**config.mk**
```make
export PLATFORM = sky130hd
export DESIGN_NAME = tournament_resolve_queue
export DESIGN_NICKNAME = d
export VERILOG_FILES = /design/src/rtl/tournament_resolve_queue.sv
export SDC_FILE = /design/constraint.sdc
export NUM_CORES = 1
export LEC_CHECK = 0
export ABC_AREA = 1
export BUFFER_PORTS_ARGS = -buffer_cell sky130_fd_sc_hd__buf_2
export CAP_MARGIN = 25
export CORE_UTILIZATION = 57
export CTS_CLUSTER_SIZE = 25
export DETAILED_ROUTE_END_ITERATION = 7
export PLACE_DENSITY = 0.84
export RECOVER_POWER = 25
export SLEW_MARGIN = 0
export SYNTH_ARGS = -nofsm -noshare
export SYNTH_HDL_FRONTEND = slang
export SYNTH_SLANG_ARGS = --single-unit
```
**constraint.sdc**
```tcl
create_clock -name clock -period 5.5 [get_ports clock]
set_clock_uncertainty 0.15 [all_clocks]
set_input_delay 1.1 -clock clock [delete_from_list [all_inputs] [get_ports clock]]
set_output_delay 1.1 -clock clock [all_outputs]
set_load 0.1 [all_outputs]
```
**src/rtl/tournament_resolve_queue.sv**
```systemverilog
// Tournament predictor final stage: picks global/local by chooser, queues in-flight predictions, emits training on resolve.
// One-cycle latency on both prediction and update; pred_ready drops when full. Optional counters under TOURN_STATS_EN.
module tournament_resolve_queue #(
  parameter int DEPTH = 8,
  parameter int CNT_W = 16
) (
  input  logic                     clock,
  input  logic                     reset,
  input  logic                     pred_valid,
  input  logic                     GlobalBit,
  input  logic                     LocalBit,
  input  logic                     ChoiceBit,
  output logic                     pred_ready,
  output logic                     PredictedBranch,
  output logic                     pred_out_valid,
  input  logic                     resolve_valid,
  input  logic                     BranchTaken,
  input  logic                     flush,
  output logic                     upd_valid,
  output logic                     mispredict,
  output logic                     global_correct,
  output logic                     local_correct,
  output logic                     choice_upd_en,
  output logic                     choice_dir,
  output logic [$clog2(DEPTH):0]   occupancy,
  output logic                     overflow_err,
  output logic                     underflow_err,
  output logic [CNT_W-1:0]         branch_count,
  output logic [CNT_W-1:0]         mispred_count
);
  localparam int PW = $clog2(DEPTH);
  localparam int OW = PW + 1;

  typedef struct packed {
    logic globalBit;
    logic localBit;
    logic choiceBit;
    logic finalBit;
  } entry_t;

  entry_t        entryMem [DEPTH];
  entry_t        headEntry;
  logic [PW-1:0] wrPtr;
  logic [PW-1:0] rdPtr;
  logic          selBit;
  logic          doPush;
  logic          doPop;
  logic          isEmpty;

  assign selBit     = ChoiceBit ? GlobalBit : LocalBit;
  assign isEmpty    = (occupancy == '0);
  // Ready looks only at registered occupancy, so a same-cycle pop never frees a slot.
  assign pred_ready = (occupancy != OW'(DEPTH));
  assign doPush     = pred_valid && pred_ready && !flush;
  assign doPop      = resolve_valid && !isEmpty && !flush;
  assign headEntry  = entryMem[rdPtr];

  always_ff @(posedge clock) begin
    if (doPush) begin
      entryMem[wrPtr] <= '{globalBit: GlobalBit, localBit: LocalBit,
                           choiceBit: ChoiceBit, finalBit: selBit};
    end
  end

  always_ff @(posedge clock) begin
    if (reset) begin
      wrPtr           <= '0;
      rdPtr           <= '0;
      occupancy       <= '0;
      overflow_err    <= 1'b0;
      underflow_err   <= 1'b0;
      PredictedBranch <= 1'b0;
      pred_out_valid  <= 1'b0;
      upd_valid       <= 1'b0;
      mispredict      <= 1'b0;
      global_correct  <= 1'b0;
      local_correct   <= 1'b0;
      choice_upd_en   <= 1'b0;
      choice_dir      <= 1'b0;
    end else begin
      pred_out_valid <= doPush;
      upd_valid      <= doPop;
      if (flush) begin
        wrPtr     <= '0;
        rdPtr     <= '0;
        occupancy <= '0;
      end else begin
        if (pred_valid && !pred_ready) overflow_err  <= 1'b1;
        if (resolve_valid && isEmpty)  underflow_err <= 1'b1;
        if (doPush) begin
          wrPtr           <= wrPtr + PW'(1);
          PredictedBranch <= selBit;
        end
        if (doPop) begin
          rdPtr          <= rdPtr + PW'(1);
          mispredict     <= (headEntry.finalBit != BranchTaken);
          global_correct <= (headEntry.globalBit == BranchTaken);
          local_correct  <= (headEntry.localBit == BranchTaken);
          choice_upd_en  <= (headEntry.globalBit != headEntry.localBit);
          choice_dir     <= (headEntry.globalBit == BranchTaken);
        end
        occupancy <= occupancy + OW'(doPush) - OW'(doPop);
      end
    end
  end

`ifdef TOURN_STATS_EN
  always_ff @(posedge clock) begin
    if (reset) begin
      branch_count  <= '0;
      mispred_count <= '0;
    end else if (doPop) begin
      if (branch_count != '1) branch_count <= branch_count + CNT_W'(1);
      if ((headEntry.finalBit != BranchTaken) && (mispred_count != '1))
        mispred_count <= mispred_count + CNT_W'(1);
    end
  end
`else
  assign branch_count  = '0;
  assign mispred_count = '0;
`endif

endmodule

```
After elaboration in Yosys (flattened, before gate mapping)
Memories as Yosys holds them, arrays and structs flattened. A register that Yosys moved wholly into a read port is not among the register bits.
Cells that the tools add are included.
W data, S select, Z words.
{ "classes": {"addsub": 4, "n_bitwise": 1, "n_reduce_logical": 15, "eq_ne": 5, "muxes": 5} }
{ "op_table": {"columns": ["cell", "count"], "rows": [
  ["$reduce_and A2 Y1", 4],
  ["$add A3 B1 Y3 const B", 2],
  ["$logic_and A1 B1 Y1", 6],
  ["$mux W3", 2],
  ["$add A4 B1 Y4", 1],
  ["$logic_not A4 Y1", 1],
  ["$ne A4 B4 Y1 const B", 1],
  ["$sub A4 B1 Y4", 1],
  ["$logic_not A1 Y1", 3],
  ["$mux W1", 3],
  ["$eq A1 B1 Y1", 2],
  ["$ne A1 B1 Y1", 2],
  ["$reduce_or A2 Y1", 1],
  ["$not A1 Y1", 1]
]} }
{ "totals": {"ff_bits": 19, "word_cells": 43, "mem_bits_rw": 32, "out_inout_bits": 47, "n_memories": 1, "inputBits": 9} }
{ "mem_list": {"columns": ["name", "words", "word_bits", "read_ports", "rd_ports_with_merged_regs", "write_ports", "line_no", "rtl"], "rows": [
  ["entryMem", 8, 4, 1, 1, 1, "41", "entry_t entryMem [DEPTH];"]
]} }

Longest topological paths before layout
Gate-level depths: netlist (run 1).
{ "logic_depth": {"ltp_word": 6, "depth_mapped": 14} }

Least setup slack after synthesis (run 1)
Ideal clock, no wire load.
{ "synth_path": {"kind": "register to register", "start": "register occupancy[2]", "end": "register occupancy[2]", "path_slack_ns": 1.879, "setup_time_ns": 0.117, "path_stages_with_launch": 14, "arrival_ns": 3.353, "path_cell_list": "dfxtp_1 inv_1 ha_1 nor3b_2 inv_1 nand2_2 inv_2 nand2_1 nand2_1 ha_1 inv_1 fa_1 xor2_1 nor2_1"} }
{ "synth_between": {"elab_chain_len": 5} }
{ "synth_rtl": {"columns": ["item", "line_no", "rtl"], "rows": [
  ["from (decl)", "25", "output logic [$clog2(DEPTH):0] occupancy,"],
  ["from (signal assigned)", "102", "occupancy <= occupancy + OW'(doPush) - OW'(doPop);"],
  ["$ne A4 B4 Y1", "53", "assign pred_ready = (occupancy != OW'(DEPTH));"],
  ["via pred_ready", "13", "output logic pred_ready,"],
  ["$logic_and A1 B1 Y1 (2 in series)", "54", "assign doPush = pred_valid && pred_ready && !flush;"],
  ["$add A4 B1 Y4", "102", null],
  ["$sub A4 B1 Y4", "102", null]
]} }
The timed path passes the listed nets, and every way through them passes these cells.
A chain may end at the register's enable or synchronous reset.

Final worst setup path (run 1)
{ "layout_path": {"start": "register occupancy[2]", "end": "output port pred_ready"} }
{ "layout_between": {"elab_chain_len": 1} }
{ "layout_rtl": {"columns": ["item", "line_no"], "rows": [
  ["$ne A4 B4 Y1", "53"],
  ["to (decl)", "13"]
]} }
No other way between the ends.

==> results of run 1 <==
## worst reg2reg max path, delay by kind of cell (launching register included)
| kind | cells | cell delay, ns |
|---|---|---|
| xor gates and xnor gates | 1 | 0.15 |
| adders and majority gates | 3 | 0.68 |
| buffers and inverters | 5 | 0.44 |
| DFF | 1 | 0.33 |
| and+or+nand+nor | 5 | 0.70 |
## cell type report
| cell class | instances | share of cell area, % |
|---|---|---|
| Sequential cell | 46 | 46.0 |
| Inverter | 50 | 7.53 |
| Clock buffer | 8 | 5.25 |
| Timing Repair Buffer | 23 | 4.41 |
| Multi-Input combinational cell | 184 | 34.3 |
| Tap cell | 50 | 2.48 |
## logic make-up after synthesis
group                    share of synthesized area [%]
AND/OR/NAND/NOR                                   22.3
buffers and inverters                             19.9
flip-flops                                        48.5
AO/OA/AOI/OAI                                     3.82
adder cells (fa/ha/maj)                           4.50
other                                            0.157
XOR/XNOR                                         0.366
multiplexers                                     0.470
## registers in the layout, summed over array words and instances (netlist names), named ones only
| name | cells |
|---|---|
| rdPtr | 3 |
| PredictedBranch | 1 |
| wrPtr | 3 |
| choice_dir | 1 |
| mispredict | 1 |
| upd_valid | 1 |
| pred_out_valid | 1 |
| underflow_err | 1 |
| entryMem | 24 |
| local_correct | 1 |
| choice_upd_en | 1 |
| occupancy | 4 |
| overflow_err | 1 |
## cell usage in the layout (no fill, tap or decap), types with 2 or more instances in the layout
| cell type | netlist | routed |
|---|---|---|
| inv_1 | 47 | 47 |
| ha_1 | 7 | 7 |
| edfxtp_1 | 24 | 24 |
| nor2_1 | 28 | 29 |
| a21oi_1 | 13 | 13 |
| clkbuf_1 | 1 | 3 |
| nor3b_2 | 2 | 2 |
| buf_2 | 1 | 20 |
| clkbuf_16 | 0 | 2 |
| conb_1 | 1 | 32 |
| o21ai_0 | 3 | 3 |
| nand3_1 | 21 | 21 |
| clkbuf_8 | 0 | 6 |
| dfxtp_1 | 22 | 22 |
| inv_2 | 2 | 2 |
| nand2_1 | 67 | 68 |
## how the worst max path moves through the flow
stage | from | endpoint | slack (ns) | cells past startpoint
finish | occupancy[2]$_SDFF_PP0_ | pred_ready | 2.63 | 5
CTS | occupancy[2]$_SDFF_PP0_ | pred_ready | 2.62 | 5
detailed placement | pred_valid | occupancy[2]$_SDFF_PP0_ | 2.65 | 13
floorplan | occupancy[2]$_SDFF_PP0_ | occupancy[2]$_SDFF_PP0_ | 1.88 | 13
global placement | pred_valid | occupancy[2]$_SDFF_PP0_ | 2.73 | 13
global route | occupancy[2]$_SDFF_PP0_ | pred_ready | 2.56 | 5
## layer usage
metal | up-vias | routed length [um] | track usage, %
met4 | 0 | 78 | 10.1
met5 | - | 0 | 0
met2 | 63 | 1870 | 31.8
met1 | 741 | 1720 | 23.5
li1 | 868 | - | -
met3 | 7 | 216 | 5.14
## power by group
group | leakage (nW) | internal (W) | switching, W | total [W]
sequential | 0.395 | 0.000367 | 0.00000423 | 0.000372
clock | 0.0678 | 0.000157 | 0.000111 | 0.000268
combinational | 0.761 | 0.0000175 | 0.000160 | 0.000177
## metrics by stage
step | hold WS, ns | setup slack [ns]
after floorplan | 0.298 | 1.88
after global placement | 0.305 | 2.73
after detailed placement | 0.309 | 2.65
after CTS | 0.332 | 2.62
after global routing | 0.356 | 2.56
final | 0.328 | 2.63
==> metrics.cfg, run 1 <==
[outcome]
status=completed

[placed_design]
placed_cell_area_um2=2400
dp.cells=353
place.gp.congestion=0.873
dpl.hpwl_um=2840
port_buffers=23

[hold_path]
min_from=PredictedBranch$_SDFFE_PP0P_
hold_path.class=reg2reg
hold_depth=2
hold_path_end=PredictedBranch$_SDFFE_PP0P_

[die]
die_w_um=66.8
fp-row-count=23
start_util_pct=59.4
ioPinCount=56
die_y_um=66.8
die-area_um2=4460
coreArea_um2=4030

[cells_and_area]
antenna_cells=0
multi_input_area_um2=867
fin_util_pct=62.7
register_area_um2=1160
nets=327
fillers=328
drive_gt1_share_pct=11.9
design_area_um2=2520
stdcell_count=361
syn2layout_area_growth_pct=5.49

[critical_path]
worstSetupPathType=reg2out
regToRegStartpoint=occupancy[2]$_SDFF_PP0_
r2r_cells=14
cp.arrival_ns=1.62
crit_fanout=3
cp_slowest_cell=buf_2
worstSetupEndpointType=output pin
cp_data_required_time_ns=4.25
worst-path-buf-inv=3
slowest_delay_ns=0.43
regToRegEndpoint=occupancy[2]$_SDFF_PP0_
crit_chain=inv_1 -> ha_1 -> nor3b_2 -> inv_1 -> buf_2
r2r_slack_ns=2.98
start_kind=flip-flop
cp_top_family=buffers and inverters
cp_common_cell=inv_1

[yosys]
yosys-top-cells-count=nand2_1 (67), inv_1 (47), buf_4 (34)
synth_async_sr_flop_share_pct=0
ys_seq_area_share_pct=48.5
synthesis.area_um2=2390
syn-instance-count=287
ys_seq_elements=46
ys.flop_type=edfxtp_1
synth_area_per_cell_um2=8.34
synth-edff-count=24
synth_top_area_share_pct=30.1
synth_top_cell_by_area=edfxtp_1
yosys_warnings=0
synth_most_common_cell=nand2_1
synthTopCellsByArea=edfxtp_1 (30%), dfxtp_1 (18%), buf_4 (11%), nand2_1 (11%), inv_1 (7.4%)
ys_types=26

[clocking]
cts_tree=built
clk_latency_ns=0.30
h-tree-depth=2
cts_resized=0
cts_hold_buf=0
post_cts_buffers=0
ctsLongestPathBuffers=2
cts_root_buffer=clkbuf_8
cts.reportedPaths.clkPinSlew_ns=0.09
cts_sinks=46
cts_buffers=5

[sta]
rsz0062_at_grt=no
fmax_mhz=349
worst_pin_slew_ns=0.530
fin_crit_ns=2.87
fin_crit_sh_pct=52.1
relSlewSlack_pct=64.5
fin_tns_setup_ns=0
slew_violations=0
finalSetupViolCount=0
hold_viol_final=0

[power_and_ir_drop]
leakagePower_nw=1.22
powerDensity_nw_per_um2=324
ir_worst_vdd_mv=0.198
power_w=0.000817

[routing]
routedWlPerCell_um=10.8
drt-total-wl_um=3880
final_antenna_net_count=0
first_pass_iters=4
viasPerCell=4.65
num_vias=1679
drc=0
drt-initial-drc-count=78

[grt]
gr-total-overflow=0
grt_pass1_vias=1466
grt_max_degree=15
antenna_found_initial=0
grt_pass1_wl_um=6280
track_usage_pct=19.5

[flow_run]
maxCapViolCount=0

No activity file was read; power rests on OpenSTA's default activity.
==> run 2, diff against run 1 <==
--- a/config.mk
+++ b/config.mk
@@ -8,10 +8,10 @@
 export ABC_AREA = 1
 export BUFFER_PORTS_ARGS = -buffer_cell sky130_fd_sc_hd__buf_2
 export CAP_MARGIN = 25
-export CORE_UTILIZATION = 57
+export CORE_UTILIZATION = 48
 export CTS_CLUSTER_SIZE = 25
 export DETAILED_ROUTE_END_ITERATION = 7
-export PLACE_DENSITY = 0.84
+export PLACE_DENSITY = 0.75
 export RECOVER_POWER = 25
 export SLEW_MARGIN = 0
 export SYNTH_ARGS = -nofsm -noshare
==> constraint.sdc (replaced) <==
create_clock -name clock -period 2.4 [get_ports clock]
set_clock_uncertainty 0.15 [all_clocks]
set_input_delay 0.48 -clock clock [delete_from_list [all_inputs] [get_ports clock]]
set_output_delay 0.48 -clock clock [all_outputs]
set_load 0.1 [all_outputs]
==> metrics.cfg, run 2 (same netlist as run 1, synthesis figures left out) <==
[critical_path]
r2r_slack_ns=0.07  ; -2.91 ns
regToRegEndpoint=occupancy[2]$_SDFF_PP0_
cp_num_cells=14  ; +9
r2r_cells=14  ; unchanged
cp_data_required_time_ns=2.47  ; -1.78 ns
setup.worst_path.end=occupancy[2]$_SDFF_PP0_
crit_chain=inv_4 -> ha_4 -> nor3b_4 -> clkinvlp_4 -> nand2_4 -> inv_4 -> nor2_4 -> inv_2 -> nand2_2 -> ha_4 -> inv_2 -> fa_2 -> xor2_1 -> nor2_1
cp-startpoint=occupancy[2]$_SDFF_PP0_
crit_fanout=6  ; +3
regToRegStartpoint=occupancy[2]$_SDFF_PP0_
slowest_delay_ns=0.36  ; -0.07 ns
worstSetupPathType=reg2reg
cp_slowest_cell=dfxtp_4
cp_top_family=simple AND/OR/NAND/NOR gates
worstSetupEndpointType=flip-flop
start_kind=flip-flop
cp.arrival_ns=2.40  ; +0.78 ns
worst-path-buf-inv=5  ; +2

[placed_design]
place.gp.congestion=0.777  ; -11%
dpl.hpwl_um=2930  ; +3.3%
dp_slack_ns=0.0724  ; -2.58 ns
port_buffers=23  ; unchanged
dp.cells=370  ; +4.8%

[power_and_ir_drop]
pwr-share-seq_pct=49.8  ; +4.3 points
ir_worst_vdd_mv=0.390  ; +97%
p_switching_w=0.000619  ; +120%
p_int_w=0.00109  ; +100%
power_frac_comb_pct=24.8  ; +3.1 points
power_w=0.00171  ; +110%
swShare_pct=36.1  ; +2.5 points
powerDensity_nw_per_um2=656  ; +100%
p_clk_share_pct=25.5  ; -7.3 points
leakagePower_nw=1.23  ; +0.86%

[sta]
fmax_mhz=429
fin_ws_ns=0.0679  ; -2.57 ns
slew_violations=0  ; unchanged
fin_crit_sh_pct=97.2
finalSetupViolCount=0  ; unchanged
fin_crit_ns=2.33
hold_viol_final=0  ; unchanged
fin_tns_setup_ns=0  ; unchanged

[cells_and_area]
syn2layout_area_growth_pct=9.15
antenna_cells=0  ; unchanged
largest_reg_flops=24  ; unchanged
reg_top3=entryMem: 24 flops, occupancy: 4 flops
stdcell_count=384  ; +6.4%
nets=333  ; +1.8%
largest-register=entryMem
drive_gt1_share_pct=18.0  ; +6.1 points
final_cell_mix=nand2_1 (66), inv_1 (43), conb_1 (32)
fin_util_pct=54.9  ; -7.7 points
layout_commonest_cell=nand2_1
fillers=455  ; +39%

[die]
fp-row-count=25  ; +8.7%
die_y_um=72.6  ; +8.7%
start_util_pct=50.3  ; -9.1 points
die_w_um=72.6  ; +8.7%
ioPinCount=56  ; unchanged
die-area_um2=5270  ; +18%
coreArea_um2=4750  ; +18%

[clocking]
cts_buffers=5  ; unchanged
clk_latency_ns=0.29  ; about the same
cts_sinks=46  ; unchanged
cts_tree=built
cts_root_buffer=clkbuf_8
ctsLongestPathBuffers=2  ; unchanged
cts.reportedPaths.clkPinSlew_ns=0.08  ; about the same
cts_hold_buf=0  ; unchanged
h-tree-depth=2  ; unchanged

[routing]
drt-total-wl_um=3930  ; +1.1%
routedWlPerCell_um=10.2  ; -4.9%
viasPerCell=4.41  ; -5.1%
num_vias=1695  ; +0.95%
drt-initial-drc-count=37  ; -53%
drc=0  ; unchanged
first_pass_iters=4  ; unchanged
final_antenna_net_count=0  ; unchanged

[grt]
grt_pass1_wl_um=6260  ; -0.33%
gr-total-overflow=0  ; unchanged
track_usage_pct=15.5  ; -4.0 points
antenna_found_initial=0  ; unchanged
grt_pass1_vias=1485  ; +1.3%
grt_max_degree=15  ; unchanged

[hold_path]
hold_path.class=in2reg

[outcome]
status=completed

[flow_run]
maxCapViolCount=0  ; unchanged

## run 2: power by group through the flow
stage | clock network (W) | registers (W) | logic (W)
6_report | 0.000436 | 0.000852 | 0.000424
5_1_grt | 0.000488 | 0.000854 | 0.000447
4_1_cts | 0.000453 | 0.000852 | 0.000413
3_5_place_dp | 0 | 0.000870 | 0.000412
3_3_place_gp | 0 | 0.000869 | 0.000409
2_1_floorplan | 0 | 0.000937 | 0.000348
## run 2: per-stage QoR
stage / area, um^2 / hold WS, ns
finish: 2610 / 0.303
global placement: 2470 / 0.309
CTS: 2550 / 0.294
floorplan: 2560 / 0.298
detailed placement: 2470 / 0.312
global route: 2610 / 0.300
## run 2: routing by layer
layer | share of wire, % | global-route usage [%] | wire length [um] | up-vias
met2 | 52 | 29.0 | 2040 | 50
met3 | 4.2 | 3.31 | 165 | 6
met1 | 43 | 17.4 | 1670 | 759
met4 | 1.2 | 5.23 | 48 | 0
li1 | - | - | - | 880
met5 | 0 | 0 | 0 | -
## run 2: how the worst min path moves through the flow
stage          slack [ns]                         end  cells after the start                        from
3_3_place_gp         0.31  underflow_err$_SDFFE_PP0P_                      2  underflow_err$_SDFFE_PP0P_
4_1_cts              0.29  underflow_err$_SDFFE_PP0P_                      3               resolve_valid
6_report             0.30  underflow_err$_SDFFE_PP0P_                      3               resolve_valid
3_5_place_dp         0.31   overflow_err$_SDFFE_PP0P_                      2   overflow_err$_SDFFE_PP0P_
5_1_grt              0.30  underflow_err$_SDFFE_PP0P_                      3               resolve_valid
2_1_floorplan        0.30                   flip-flop                      1       rdPtr[0]$_SDFFE_PP0P_
## run 2: layout make-up
class / count / area (um^2) / area share (%)
clock buffer: 6 / 72.6 / 2.78
multi-input combinational: 184 / 918 / 35.2
inverter: 50 / 199 / 7.61
clock inverter: 2 / 10.0 / 0.383
tap: 67 / 83.8 / 3.21
sequential: 46 / 1170 / 44.8
timing repair buffer: 29 / 158 / 6.03
## run 2: what timing repair did
action                                  CTS  global route
endpoints found under the setup margin    0             2
setup buffers                             0             6
gates resized for setup                   0             5
## run 2: worst register-to-register path, stage by stage, from the launching register on
cell	delay, ns
dfxtp_4	0.36
inv_4	0.06
ha_4	0.11
nor3b_4	0.23
clkinvlp_4	0.15
nand2_4	0.12
inv_4	0.06
nor2_4	0.12
inv_2	0.05
nand2_2	0.07
ha_4	0.14
inv_2	0.04
fa_2	0.34
xor2_1	0.16
nor2_1	0.11
